**src/rtl/des_key_schedule.sv**
```systemverilog
// ---------------------------------------------------------------------------
// des_key_schedule
//   Iterative DES round-subkey generator. A 64-bit key is passed through PC-1
//   into two 28-bit halves (C, D). The halves are then rotated once per accepted
//   subkey, and PC-2 of the current halves is presented as the round subkey.
//   Encrypt order is K1..K16. Decrypt order is K16..K1, produced by rotating
//   right instead of left, so the Feistel core needs no changes for decryption.
//
// Ports
//   clk_i           system clock, rising edge
//   rst_ni          asynchronous active-low reset (forces IDLE)
//   start_i         begin a new schedule (honoured only in IDLE)
//   decrypt_i       0 = K1..K16, 1 = K16..K1 (sampled with start_i)
//   key_i[63:0]     DES key, bit 63 = FIPS bit 1, parity bits ignored
//   subkey_o[47:0]  current subkey, bit 47 = PC-2 output bit 1
//   subkey_valid_o  subkey_o holds a valid round key
//   subkey_ready_i  consumer accepts subkey_o this cycle
//   round_o[3:0]    FIPS round index of subkey_o minus 1
//   busy_o          schedule in progress
//   done_o          one-cycle pulse after the 16th subkey is accepted
// ---------------------------------------------------------------------------
module des_key_schedule (
    input  logic        clk_i,
    input  logic        rst_ni,
    input  logic        start_i,
    input  logic        decrypt_i,
    input  logic [63:0] key_i,
    output logic [47:0] subkey_o,
    output logic        subkey_valid_o,
    input  logic        subkey_ready_i,
    output logic [3:0]  round_o,
    output logic        busy_o,
    output logic        done_o
);

    typedef enum logic {IDLE = 1'b0, RUN = 1'b1} state_e;

    // FIPS 46-3 permutation tables, 1-based FIPS bit numbers
    localparam int PC1_TAB [56] = '{
        57, 49, 41, 33, 25, 17,  9,  1, 58, 50, 42, 34, 26, 18,
        10,  2, 59, 51, 43, 35, 27, 19, 11,  3, 60, 52, 44, 36,
        63, 55, 47, 39, 31, 23, 15,  7, 62, 54, 46, 38, 30, 22,
        14,  6, 61, 53, 45, 37, 29, 21, 13,  5, 28, 20, 12,  4
    };
    localparam int PC2_TAB [48] = '{
        14, 17, 11, 24,  1,  5,  3, 28, 15,  6, 21, 10,
        23, 19, 12,  4, 26,  8, 16,  7, 27, 20, 13,  2,
        41, 52, 31, 37, 47, 55, 30, 40, 51, 45, 33, 48,
        44, 49, 39, 56, 34, 53, 46, 42, 50, 36, 29, 32
    };

    state_e      state_q, state_d;
    logic [27:0] c_q, c_d, d_q, d_d;
    logic [3:0]  step_q, step_d;
    logic        mode_q, mode_d;
    logic        done_q, done_d;

    logic [55:0] pc1_w;
    logic [55:0] cd_w;
    logic [47:0] pc2_w;
    logic        last_w;
    logic        one_w;

    function automatic logic [27:0] rotl(input logic [27:0] v, input logic one);
        return one ? {v[26:0], v[27]} : {v[25:0], v[27:26]};
    endfunction

    function automatic logic [27:0] rotr(input logic [27:0] v, input logic one);
        return one ? {v[0], v[27:1]} : {v[1:0], v[27:2]};
    endfunction

    // Pure wiring: FIPS bit b of the key lives at key_i[64-b]
    generate
        for (genvar gi = 0; gi < 56; gi++) begin : g_pc1
            assign pc1_w[55-gi] = key_i[64-PC1_TAB[gi]];
        end
        for (genvar gi = 0; gi < 48; gi++) begin : g_pc2
            assign pc2_w[47-gi] = cd_w[56-PC2_TAB[gi]];
        end
    endgenerate

    assign cd_w   = {c_q, d_q};
    assign last_w = (step_q == 4'd15);

    // Encrypt uses shift(step+2), decrypt uses shift(16-step). Both give a
    // single-bit rotation at exactly steps 0, 7 and 14 (step 15 never rotates).
    assign one_w = (step_q == 4'd0) || (step_q == 4'd7) || (step_q == 4'd14);

    // State register
    always_ff @(posedge clk_i or negedge rst_ni) begin
        if (!rst_ni) begin
            state_q <= IDLE;
        end else begin
            state_q <= state_d;
        end
    end

    // Next-state logic
    always_comb begin
        state_d = state_q;
        unique case (state_q)
            IDLE: if (start_i) state_d = RUN;
            RUN:  if (subkey_ready_i && last_w) state_d = IDLE;
            default: state_d = IDLE;
        endcase
    end

    // Datapath next-state
    always_comb begin
        c_d    = c_q;
        d_d    = d_q;
        step_d = step_q;
        mode_d = mode_q;
        done_d = 1'b0;
        unique case (state_q)
            IDLE: begin
                if (start_i) begin
                    mode_d = decrypt_i;
                    step_d = 4'd0;
                    if (decrypt_i) begin
                        // C0 equals C16, the starting point for K16
                        c_d = pc1_w[55:28];
                        d_d = pc1_w[27:0];
                    end else begin
                        c_d = rotl(pc1_w[55:28], 1'b1);
                        d_d = rotl(pc1_w[27:0], 1'b1);
                    end
                end
            end
            RUN: begin
                if (subkey_ready_i) begin
                    if (last_w) begin
                        done_d = 1'b1;
                    end else begin
                        step_d = step_q + 4'd1;
                        if (mode_q) begin
                            c_d = rotr(c_q, one_w);
                            d_d = rotr(d_q, one_w);
                        end else begin
                            c_d = rotl(c_q, one_w);
                            d_d = rotl(d_q, one_w);
                        end
                    end
                end
            end
            default: ;
        endcase
    end

    always_ff @(posedge clk_i or negedge rst_ni) begin
        if (!rst_ni) begin
            c_q    <= '0;
            d_q    <= '0;
            step_q <= '0;
            mode_q <= 1'b0;
            done_q <= 1'b0;
        end else begin
            c_q    <= c_d;
            d_q    <= d_d;
            step_q <= step_d;
            mode_q <= mode_d;
            done_q <= done_d;
        end
    end

    // Output logic
    always_comb begin
        subkey_valid_o = 1'b0;
        busy_o         = 1'b0;
        round_o        = 4'd0;
        if (state_q == RUN) begin
            subkey_valid_o = 1'b1;
            busy_o         = 1'b1;
            round_o        = mode_q ? (4'd15 - step_q) : step_q;
        end
    end

    assign subkey_o = pc2_w;
    assign done_o   = done_q;

endmodule

```
**config.mk**
```make
export PLATFORM = sky130hd
export DESIGN_NAME = des_key_schedule
export DESIGN_NICKNAME = d
export VERILOG_FILES = /design/src/rtl/des_key_schedule.sv
export SDC_FILE = /design/constraint.sdc
export NUM_CORES = 1
export LEC_CHECK = 0
export CAP_MARGIN = 20
export CORE_UTILIZATION = 65
export CTS_CLUSTER_SIZE = 40
export DETAILED_ROUTE_END_ITERATION = 6
export DONT_BUFFER_PORTS = 1
export PLACE_DENSITY = 0.81
export SETUP_SLACK_MARGIN = 0.5
export SLEW_MARGIN = 30
export SYNTH_ARGS = -nofsm -noshare
export SYNTH_HDL_FRONTEND = slang
export SYNTH_SLANG_ARGS = --single-unit
```
**constraint.sdc**
```tcl
create_clock -name clk_i -period 2.65 [get_ports clk_i]
set_input_delay 0 -clock clk_i [delete_from_list [all_inputs] [get_ports clk_i]]
set_output_delay 0 -clock clk_i [all_outputs]
set_load 0.03 [all_outputs]
```
==> results.yml, run 1 <==
status:
  status: "finished, violations left"
  violations: "hold timing"
global_route:
  grt_pass1_vias: 5827
  grt_max_degree: 64
  grt_use_total_pct: 36.7
  antenna_found_initial: 0
  grt_pass1_wl_um: 29300
  grt_overflow: 0
critical_path:
  crit_buf_inv: 1
  start_kind: "flop"
  timing.critical_path.required_ns: 2.89
  worstPathArrival_ns: 2.34
  crit_family: "multiplexers"
  slowest_stage: "mux4_2"
  crit_path_max_fanout: 5
  end_kind: "flop"
  path_class: "flop to flop"
  cp_cell_sequence: "inv_2 > ha_4 > mux2_4 > o21ai_4 > mux4_2 > a21bo_2"
  cpPeakStageDelay_ns: 0.53
sta:
  layout_min_cycle_time_ns: 2.10
  hold_viol_final: 1
  final-setup-viol-count: 0
  rsz0062_at_grt: "false"
  slew_viol_final: 0
  setup_tns_ns: 0
  skew_ns: 0.0167
  tightest_slew_ns: 0.676
  hold_ws_ns: -0.00516
  finalCritPeriodShare_pct: 79.4
  relSlewSlack_pct: 54.8
  worst_slack_ns: 0.546
  fmax_ghz: 0.475
die:
  die_area_um2: 10000
  row_count: 35
  core_um2: 9280
  fp.dieH_um: 100
  ios: 124
  initial_core_util_pct: 67.5
  die_x_um: 100
routing:
  vias: 5938
  viasPerCell: 7.42
  antenna_left: 0
  drc: 0
  routed_wl_um: 18300
  dr.pass1.iters: 5
  drtIter0Drc: 508
  routedWlPerCell_um: 22.9
run:
  max-cap-violations: 0
clock_tree:
  clock-sinks: 63
  htreeDepth: 3
  root_buffer: "clkbuf_8"
  cts_made_buffers: 9
  insertion_delay_ns: 0.36
  clk_pin_slew_ns: 0.09
  clock_path_buffers: 2
  cts_tree: "built"
logic_synthesis:
  yosysSeqAreaShare_pct: 25.1
  synth_edf_count: 0
  yosys_most_used_dff: "dfrtp_1"
  yosysTopAreaCell: "dfrtp_1"
  ys_ff_latch: 63
  netlist_instances: 689
  ys_top_cells_by_count: "mux2i_1, dfrtp_1, nor2_1"
  synth_nets: 761
  avgSynthCellArea_um2: 9.10
  yosysTopAreaCellShare_pct: 25.1
  synthArstFlopShare_pct: 100
  synth_area_um2: 6270
  synth.most_common_cell: "mux2i_1"
  synthDistinctLibCells: 46
  yosys_warnings: 0
  ys_top_cells_by_area: "dfrtp_1, mux2i_1, a221o_1"
layout:
  drive_above_1_share_pct: 12.4
  instances_no_fill: 800
  area_growth_pct: 10.9
  nets: 738
  insertedDiodeCount: 0
placement:
  gp_congestion: 0.901
  dp.cells: 720
  dp_hpwl_um: 10700
  numPortBuffers: 0
  preCtsSetupSlack_ns: 0.303
pwr:
  powerDensity_nw_per_um2: 1450
  p_int_mw: 4.80
  swShare_pct: 52.4
  power_switching_mw: 5.28
  pwr-share-clk_pct: 9.8
  seq_power_share_pct: 31.4
  ir_worst_vdd_uv: 868
  power_frac_comb_pct: 58.7
  p_leak_nw: 2.88
hold_path:
  hold_path_class: "input port to flop"
==> path summary, 6_finish.rpt <==
check | start | end | slack [ns] | cells past startpoint
max in group asynchronous | rst_ni | mode_q$_DFFE_PN0P_ | 2.17 | 2
min in group asynchronous | rst_ni | state_q$_DFF_PN0_ | 0.15 | 2
worst max register to register | step_q[0]$_DFFE_PN0P_ | c_q[25]$_DFFE_PN0P_ | 0.55 | 6
worst max-delay path | step_q[0]$_DFFE_PN0P_ | c_q[25]$_DFFE_PN0P_ | 0.55 | 6
worst min-delay path | key_i[61] | c_q[5]$_DFFE_PN0P_ | -0.005 | 3
worst min register to register | c_q[10]$_DFFE_PN0P_ | c_q[10]$_DFFE_PN0P_ | 0.65 | 1
==> sequential cells by signal (all words and copies together) (netlist names) <==
name	count
step_q	4
done_o	1
state_q	1
mode_q	1
d_q	28
c_q	28
==> layout by cell type, fill, tap and decap left out, types with 5 or more instances in the layout <==
cell type and n:
a211oi_1 56, a21oi_1 5, nand2_1 11, nor2_1 58
buf_4 25, clkbuf_8 11, mux2i_1 156, dlygate4sd3_1 52
a221o_1 47, dfrtp_1 58, nor3_1 54, nand3_1 8
o32ai_1 43, buf_6 5
==> power by group through the flow <==
stage / logic, mW / registers, mW / clock network (mW)
final: 5.92 / 3.17 / 0.993
after global routing: 6.37 / 3.25 / 1.03
after CTS: 5.60 / 3.10 / 0.981
after detailed placement: 5.35 / 3.12 / 0
after global placement: 5.17 / 3.08 / 0
after floorplan: 5.80 / 2.05 / 0
==> worst min-delay path, stage by stage <==
cell     delay, ns
mux2i_1       0.04
nor3_1        0.13
a221o_1       0.13
==> metrics by stage <==
step | total power [mW] | hold WS, ns | utilization [%] | area (µm²)
6_report | 10.1 | -0.00516 | 74.9 | 6950
5_1_grt | 10.7 | 0.00841 | 74.9 | 6950
4_1_cts | 9.68 | 0.00147 | 73.5 | 6820
3_5_place_dp | 8.47 | -0.294 | 64.5 | 5990
3_3_place_gp | 8.25 | -0.293 | 64.5 | 5990
2_1_floorplan | 7.86 | -0.296 | - | 6270
==> metal layers <==
metal	wire [µm]	vias to the layer above	GRT usage, %
met5	0	-	0
met4	381	0	13.0
met3	1750	53	9.12
met2	9070	375	62.5
met1	7100	2892	45.1
li1	-	2618	-
==> cells by family (layout without fill, tap and decap cells) <==
group                    Yosys count  in the layout  synth area share [%]
AO/OA/AOI/OAI                    182            182                  24.7
XOR/XNOR                           4              4                 0.559
adder cells (fa/ha/maj)            3              3                 0.599
buffers and inverters            129            111                  11.7
flip-flops                        63             63                  25.1
multiplexers                     162            162                  26.8
AND/OR/NAND/NOR                  146            146                  10.5
==> area by class of cell <==
type,instances,area (µm²)
clock buffers,13,159
fillers,650,2330
repair buffers,88,887
multi-input cells,497,4070
well taps,129,161
clock inverters,3,65.1
inverters,7,26.3
flip-flops and latches,63,1590
==> repair_timing <==
item | 4_1_cts | 5_1_grt
gates resized for setup | 6 | 20
hold buffers | 53 | 0
endpoints found under the hold margin | 94 | 0
pin swaps | 0 | 4
endpoints found under the setup margin | 53 | 53
setup buffers | 5 | 6
(Power assumes the default switching activity.)
==> run 2: changes to the inputs <==
--- a/config.mk
+++ b/config.mk
@@ -6,11 +6,11 @@
 export NUM_CORES = 1
 export LEC_CHECK = 0
 export CAP_MARGIN = 20
-export CORE_UTILIZATION = 65
+export CORE_UTILIZATION = 59
 export CTS_CLUSTER_SIZE = 40
 export DETAILED_ROUTE_END_ITERATION = 6
 export DONT_BUFFER_PORTS = 1
-export PLACE_DENSITY = 0.81
+export PLACE_DENSITY = 0.78
 export SETUP_SLACK_MARGIN = 0.5
 export SLEW_MARGIN = 30
 export SYNTH_ARGS = -nofsm -noshare
==> constraint.sdc (replaced) <==
create_clock -name clk_i -period 1.8 [get_ports clk_i]
set_input_delay 0 -clock clk_i [delete_from_list [all_inputs] [get_ports clk_i]]
set_output_delay 0 -clock clk_i [all_outputs]
set_load 0.03 [all_outputs]
==> run 2 against run 1 <==
Register-to-register slack worse by 0.94 ns. Final cell count is 6.8% higher. Largest power group unchanged. Critical path type unchanged. Sequential power is 43% higher. Highest routed layer unchanged. The flow finishes with violations (DRC, hold timing, setup timing). Flip-flop and latch count stayed put. Wire length is 38% higher. Fmax is 4.3% lower. Utilization is 2.7 points higher. Combinational power is 120% higher. Cell area is 15% higher. Non-clock buffer count is 47 higher.
==> results.yml, run 2 (same netlist as run 1, synthesis figures left out) <==
sta:
  hold_ws_ns: -0.681
  skew_ns: 0.0198
  layout_min_cycle_time_ns: 2.20
  worst_slack_ns: -0.398
  slew_viol_final: 0
  tightest_slew_ns: 0.698
  fmax_ghz: 0.455
  final-setup-viol-count: 56
  rsz0062_at_grt: "true"
  finalCritPeriodShare_pct: 122
  hold_viol_final: 64
  relSlewSlack_pct: 53.5
  setup_tns_ns: -16.91
layout:
  nets: 785
  layout_common_cells: "mux2i_1, buf_4, dfrtp_1, nor2_1, nor3_1"
  final_util_pct: 77.5
  fillers: 571
  instances_no_fill: 854
  insertedDiodeCount: 0
  top_regs: "c_q x28, d_q x28, step_q x4"
  stdcell_area_um2: 8000
  final_common_cell: "mux2i_1"
  drive_above_1_share_pct: 27.9
  area_growth_pct: 27.6
critical_path:
  path_class: "flop to flop"
  worstReg2RegStart: "step_q[1]$_DFFE_PN0P_"
  reg2reg_depth: 8
  timing.critical_path.required_ns: 2.02
  end_kind: "flop"
  worstPathArrival_ns: 2.42
  crit_path_max_fanout: 9
  r2r-end: "d_q[25]$_DFFE_PN0P_"
  start_kind: "flop"
  regToRegSetupSlack_ns: -0.40
die:
  die_x_um: 105
  row_count: 37
  ios: 124
  die_area_um2: 11000
  core_um2: 10300
  initial_core_util_pct: 60.7
  fp.dieH_um: 105
pwr:
  power_mw: 18.7
  ir_worst_vdd_uv: 2000
  p_leak_nw: 3.32
  powerDensity_nw_per_um2: 2330
clock_tree:
  cts_made_buffers: 9
  cts_tree: "built"
  root_buffer: "clkbuf_8"
  clock_path_buffers: 2
  cts_hold_repair.buffers: 34
  clk_pin_slew_ns: 0.09
  htreeDepth: 3
  clock-sinks: 63
  insertion_delay_ns: 0.37
routing:
  drtIter0Drc: 1189
  viasPerCell: 8.21
  routed_wl_um: 25200
  drc: 2
  vias: 7008
  routedWlPerCell_um: 29.5
  dr.pass1.iters: 7
  antenna_left: 0
global_route:
  grt_overflow: 0
  grt_pass1_wl_um: 33100
  grt_max_degree: 64
  grt_pass1_vias: 6353
  grt_use_total_pct: 37.8
  antenna_found_initial: 0
hold_path:
  hold_path_class: "input port to asynchronous set/reset pin"
status:
  status: "finished, violations left"
  violations: "DRC, hold timing, setup timing"
placement:
  gp_congestion: 0.869
  dp.cells: 769
  dp_hpwl_um: 12100
  numPortBuffers: 0
  placedInstanceArea_um2: 6660
  preCtsSetupSlack_ns: -0.368
run:
  max-cap-violations: 0
[run 2: changes by cell type in the layout (fill, tap and decap cells not counted), moves of 9 or more]
cell	change
buf_12	+11
o32ai_2	+25
o32ai_1	-28
buf_4	+36
dlygate4sd3_1	-18
buf_6	+9
[run 2: where the power goes]
group | switching [mW] | internal [mW] | total (mW)
sequential | 2.42 | 2.11 | 4.52
combinational | 6.75 | 6.23 | 13.0
clock | 0.612 | 0.541 | 1.15
[run 2: critical path, stage by stage (launching register included)]
cell and delay, ns:
dfrtp_2 0.43, inv_2 0.07, ha_4 0.16, mux2_4 0.32, o21ai_4 0.22, buf_4 0.20
clkbuf_16 0.18, mux2i_1 0.10, a221o_1 0.36
[run 2: repair_timing]
action | 4_1_cts | 5_1_grt
resized for setup | 36 | 44
setup endpoints to repair | 67 | 67
pin swaps | 9 | 15
setup buffers | 19 | 6
gates cloned | 4 | 6
endpoints found under the hold margin | 90 | 63
[run 2: worst max path at each step]
stage | start | end | slack, ns | cells after the start
4_1_cts | step_q[0]$_DFFE_PN0P_ | c_q[2]$_DFFE_PN0P_ | -0.24 | 8
5_1_grt | step_q[0]$_DFFE_PN0P_ | c_q[17]$_DFFE_PN0P_ | -0.53 | 8
3_3_place_gp | step_q[1]$_DFFE_PN0P_ | c_q[12]$_DFFE_PN0P_ | -0.26 | 7
3_5_place_dp | step_q[1]$_DFFE_PN0P_ | c_q[0]$_DFFE_PN0P_ | -0.37 | 7
6_report | step_q[1]$_DFFE_PN0P_ | d_q[25]$_DFFE_PN0P_ | -0.40 | 8
2_1_floorplan | step_q[0]$_DFFE_PN0P_ | c_q[25]$_DFFE_PN0P_ | -0.17 | 6
[run 2: layout make-up]
| cell class | instances | area (µm²) | area share, % |
|---|---|---|---|
| clock buffers | 15 | 156 | 1.95 |
| clock inverters | 1 | 5.00 | 0.0625 |
| inverters | 7 | 43.8 | 0.547 |
| multi-input cells | 497 | 4500 | 56.2 |
| flip-flops and latches | 63 | 1580 | 19.8 |
| well taps | 136 | 170 | 2.13 |
| repair buffers | 135 | 1550 | 19.4 |
[run 2: metal layers]
layer | vias to the layer above | wire [µm] | part of all wire (%) | GRT usage [%]
li1 | 2712 | - | - | -
met1 | 3292 | 8640 | 34 | 49.2
met2 | 770 | 11000 | 44 | 57.9
met3 | 234 | 3590 | 14 | 7.80
met4 | 0 | 1970 | 7.8 | 22.6
met5 | - | 0 | 0 | 0
==> run 3: changes to the inputs <==
--- a/config.mk
+++ b/config.mk
@@ -6,11 +6,12 @@
 export NUM_CORES = 1
 export LEC_CHECK = 0
 export CAP_MARGIN = 20
-export CORE_UTILIZATION = 59
+export CORE_UTILIZATION = 65
 export CTS_CLUSTER_SIZE = 40
 export DETAILED_ROUTE_END_ITERATION = 6
 export DONT_BUFFER_PORTS = 1
-export PLACE_DENSITY = 0.78
+export PLACE_DENSITY = 0.81
+export REMOVE_ABC_BUFFERS = 1
 export SETUP_SLACK_MARGIN = 0.5
 export SLEW_MARGIN = 30
 export SYNTH_ARGS = -nofsm -noshare
==> constraint.sdc (replaced) <==
create_clock -name clk_i -period 2.85 [get_ports clk_i]
set_input_delay 0 -clock clk_i [delete_from_list [all_inputs] [get_ports clk_i]]
set_output_delay 0 -clock clk_i [all_outputs]
set_load 0.01 [all_outputs]
==> run 3 against run 2 <==
The run ends with hold timing left. Utilization is 5.4 points lower. Clock skew decreased by 0.013 ns. Wire length is 29% lower. Critical path type unchanged. Largest cell class unchanged.
==> results.yml, run 3 (same netlist as run 1, synthesis figures left out) <==
routing:
  dr.pass1.iters: 5
  vias: 5833
  routed_wl_um: 17800
  routedWlPerCell_um: 22.8
  drc: 0
  drtIter0Drc: 566
  viasPerCell: 7.48
  antenna_left: 0
placement:
  placedInstanceArea_um2: 5960
  gp_congestion: 0.865
  dp_hpwl_um: 10500
  numPortBuffers: 0
clock_tree:
  clock_path_buffers: 2
  htreeDepth: 3
  cts_tree: "built"
  clock-sinks: 63
  root_buffer: "clkbuf_8"
  insertion_delay_ns: 0.34
  cts_made_buffers: 9
  clk_pin_slew_ns: 0.07
die:
  core_um2: 9280
  row_count: 35
  die_area_um2: 10000
  fp.dieH_um: 100
  ios: 124
  initial_core_util_pct: 67.5
  die_x_um: 100
run:
  max-cap-violations: 0
layout:
  nets: 719
  top_regs: "c_q x28, d_q x28, step_q x4"
  drive_above_1_share_pct: 9.22
  insertedDiodeCount: 0
  area_growth_pct: 6.82
  stdcell_area_um2: 6700
  final_common_cell: "mux2i_1"
  layout_common_cells: "mux2i_1, dfrtp_1, nor2_1, a211oi_1, nor3_1"
global_route:
  grt_max_degree: 67
  antenna_found_initial: 0
  grt_use_total_pct: 36.1
  grt_pass1_vias: 5788
  grt_pass1_wl_um: 29200
  grt_overflow: 0
sta:
  layout_min_cycle_time_ns: 2.24
  final-setup-viol-count: 0
  rsz0062_at_grt: "false"
  finalCritPeriodShare_pct: 78.8
  slew_viol_final: 0
  tightest_slew_ns: 0.757
  hold_viol_final: 1
  relSlewSlack_pct: 49.4
  skew_ns: 0.00660
  fmax_ghz: 0.445
  hold_ws_ns: -0.00161
pwr:
  p_leak_nw: 2.78
  ir_worst_vdd_uv: 566
  power_mw: 8.48
  powerDensity_nw_per_um2: 1270
critical_path:
  end_kind: "flop"
  start_kind: "flop"
  worstPathArrival_ns: 2.48
  path_class: "flop to flop"
  timing.critical_path.required_ns: 3.08
  crit_path_max_fanout: 14
status:
  status: "finished, violations left"
  violations: "hold timing"
hold_path:
  hold_path_class: "input port to flop"
==> run 3: changes by cell type in the layout (fill, tap and decap cells not counted), moves of 4 or more <==
cell / change
buf_6: -11
buf_12: -11
o32ai_1: +32
o32ai_2: -29
clkbuf_16: -5
buf_4: -46
clkbuf_1: -4
dlygate4sd3_1: +11
a211oi_2: -5
a211oi_1: +5
==> run 3: power by group <==
group          leakage (nW)  switching [mW]  internal [mW]
Combinational          1.90            2.71           2.42
Clock                 0.109           0.375          0.510
Sequential            0.765            1.12           1.34
==> run 3: path summary, 6_finish.rpt <==
kind                                  startpoint                    end  slack [ns]  cells past startpoint
max                        step_q[0]$_DFFE_PN0P_     d_q[5]$_DFFE_PN0P_        0.61                      7
min                                    key_i[60]     d_q[1]$_DFFE_PN0P_      -0.002                      3
max reg2reg                step_q[0]$_DFFE_PN0P_     d_q[5]$_DFFE_PN0P_        0.61                      7
min reg2reg                step_q[0]$_DFFE_PN0P_  step_q[0]$_DFFE_PN0P_        0.56                      1
max in group asynchronous                 rst_ni     mode_q$_DFFE_PN0P_        2.38                      2
min in group asynchronous                 rst_ni    d_q[17]$_DFFE_PN0P_        0.19                      2
==> run 3: layout make-up <==
type / count / area (µm²)
Sequential cell: 63 / 1580
Timing Repair Buffer: 69 / 719
Inverter: 7 / 26.3
Clock inverter: 4 / 70.1
Tap cell: 129 / 161
Multi-Input combinational cell: 497 / 4000
Clock buffer: 11 / 141
Fill cell: 681 / 2580
==> run 3: metrics by stage <==
step | setup WS [ns] | cells | utilization [%] | TNS [ns]
CTS | 0.501 | 777 | 71.6 | 0
finish | 0.605 | 780 | 72.2 | 0
floorplan | -1.46 | 567 | - | -78.42
global placement | 0.542 | 716 | 64.2 | 0
global route | 0.489 | 780 | 72.2 | 0
detailed placement | 0.459 | 716 | 64.2 | 0
==> run 3: repair_timing <==
action,4_1_cts,5_1_grt
endpoints found under the hold margin,93,1
hold buffers,45,1
resized for setup,1,8
pin swaps,0,1
setup buffers,1,2
setup endpoints to repair,5,51
==> run 3: per-layer routing <==
layer	part of all wire, %	wire length, µm	GRT usage (%)	vias up
met5	0	0	0	-
met3	9.7	1740	8.64	69
met1	39	6980	45.6	2806
met4	3.1	544	15.9	0
met2	48	8560	58.9	368
li1	-	-	-	2590
==> run 3: critical path: stages, from the launching register on <==
cell	delay, ns
dfrtp_2	0.45
inv_1	0.10
ha_1	0.30
a21bo_4	0.32
o21ai_4	0.14
buf_6	0.20
a211o_1	0.30
a221o_1	0.32
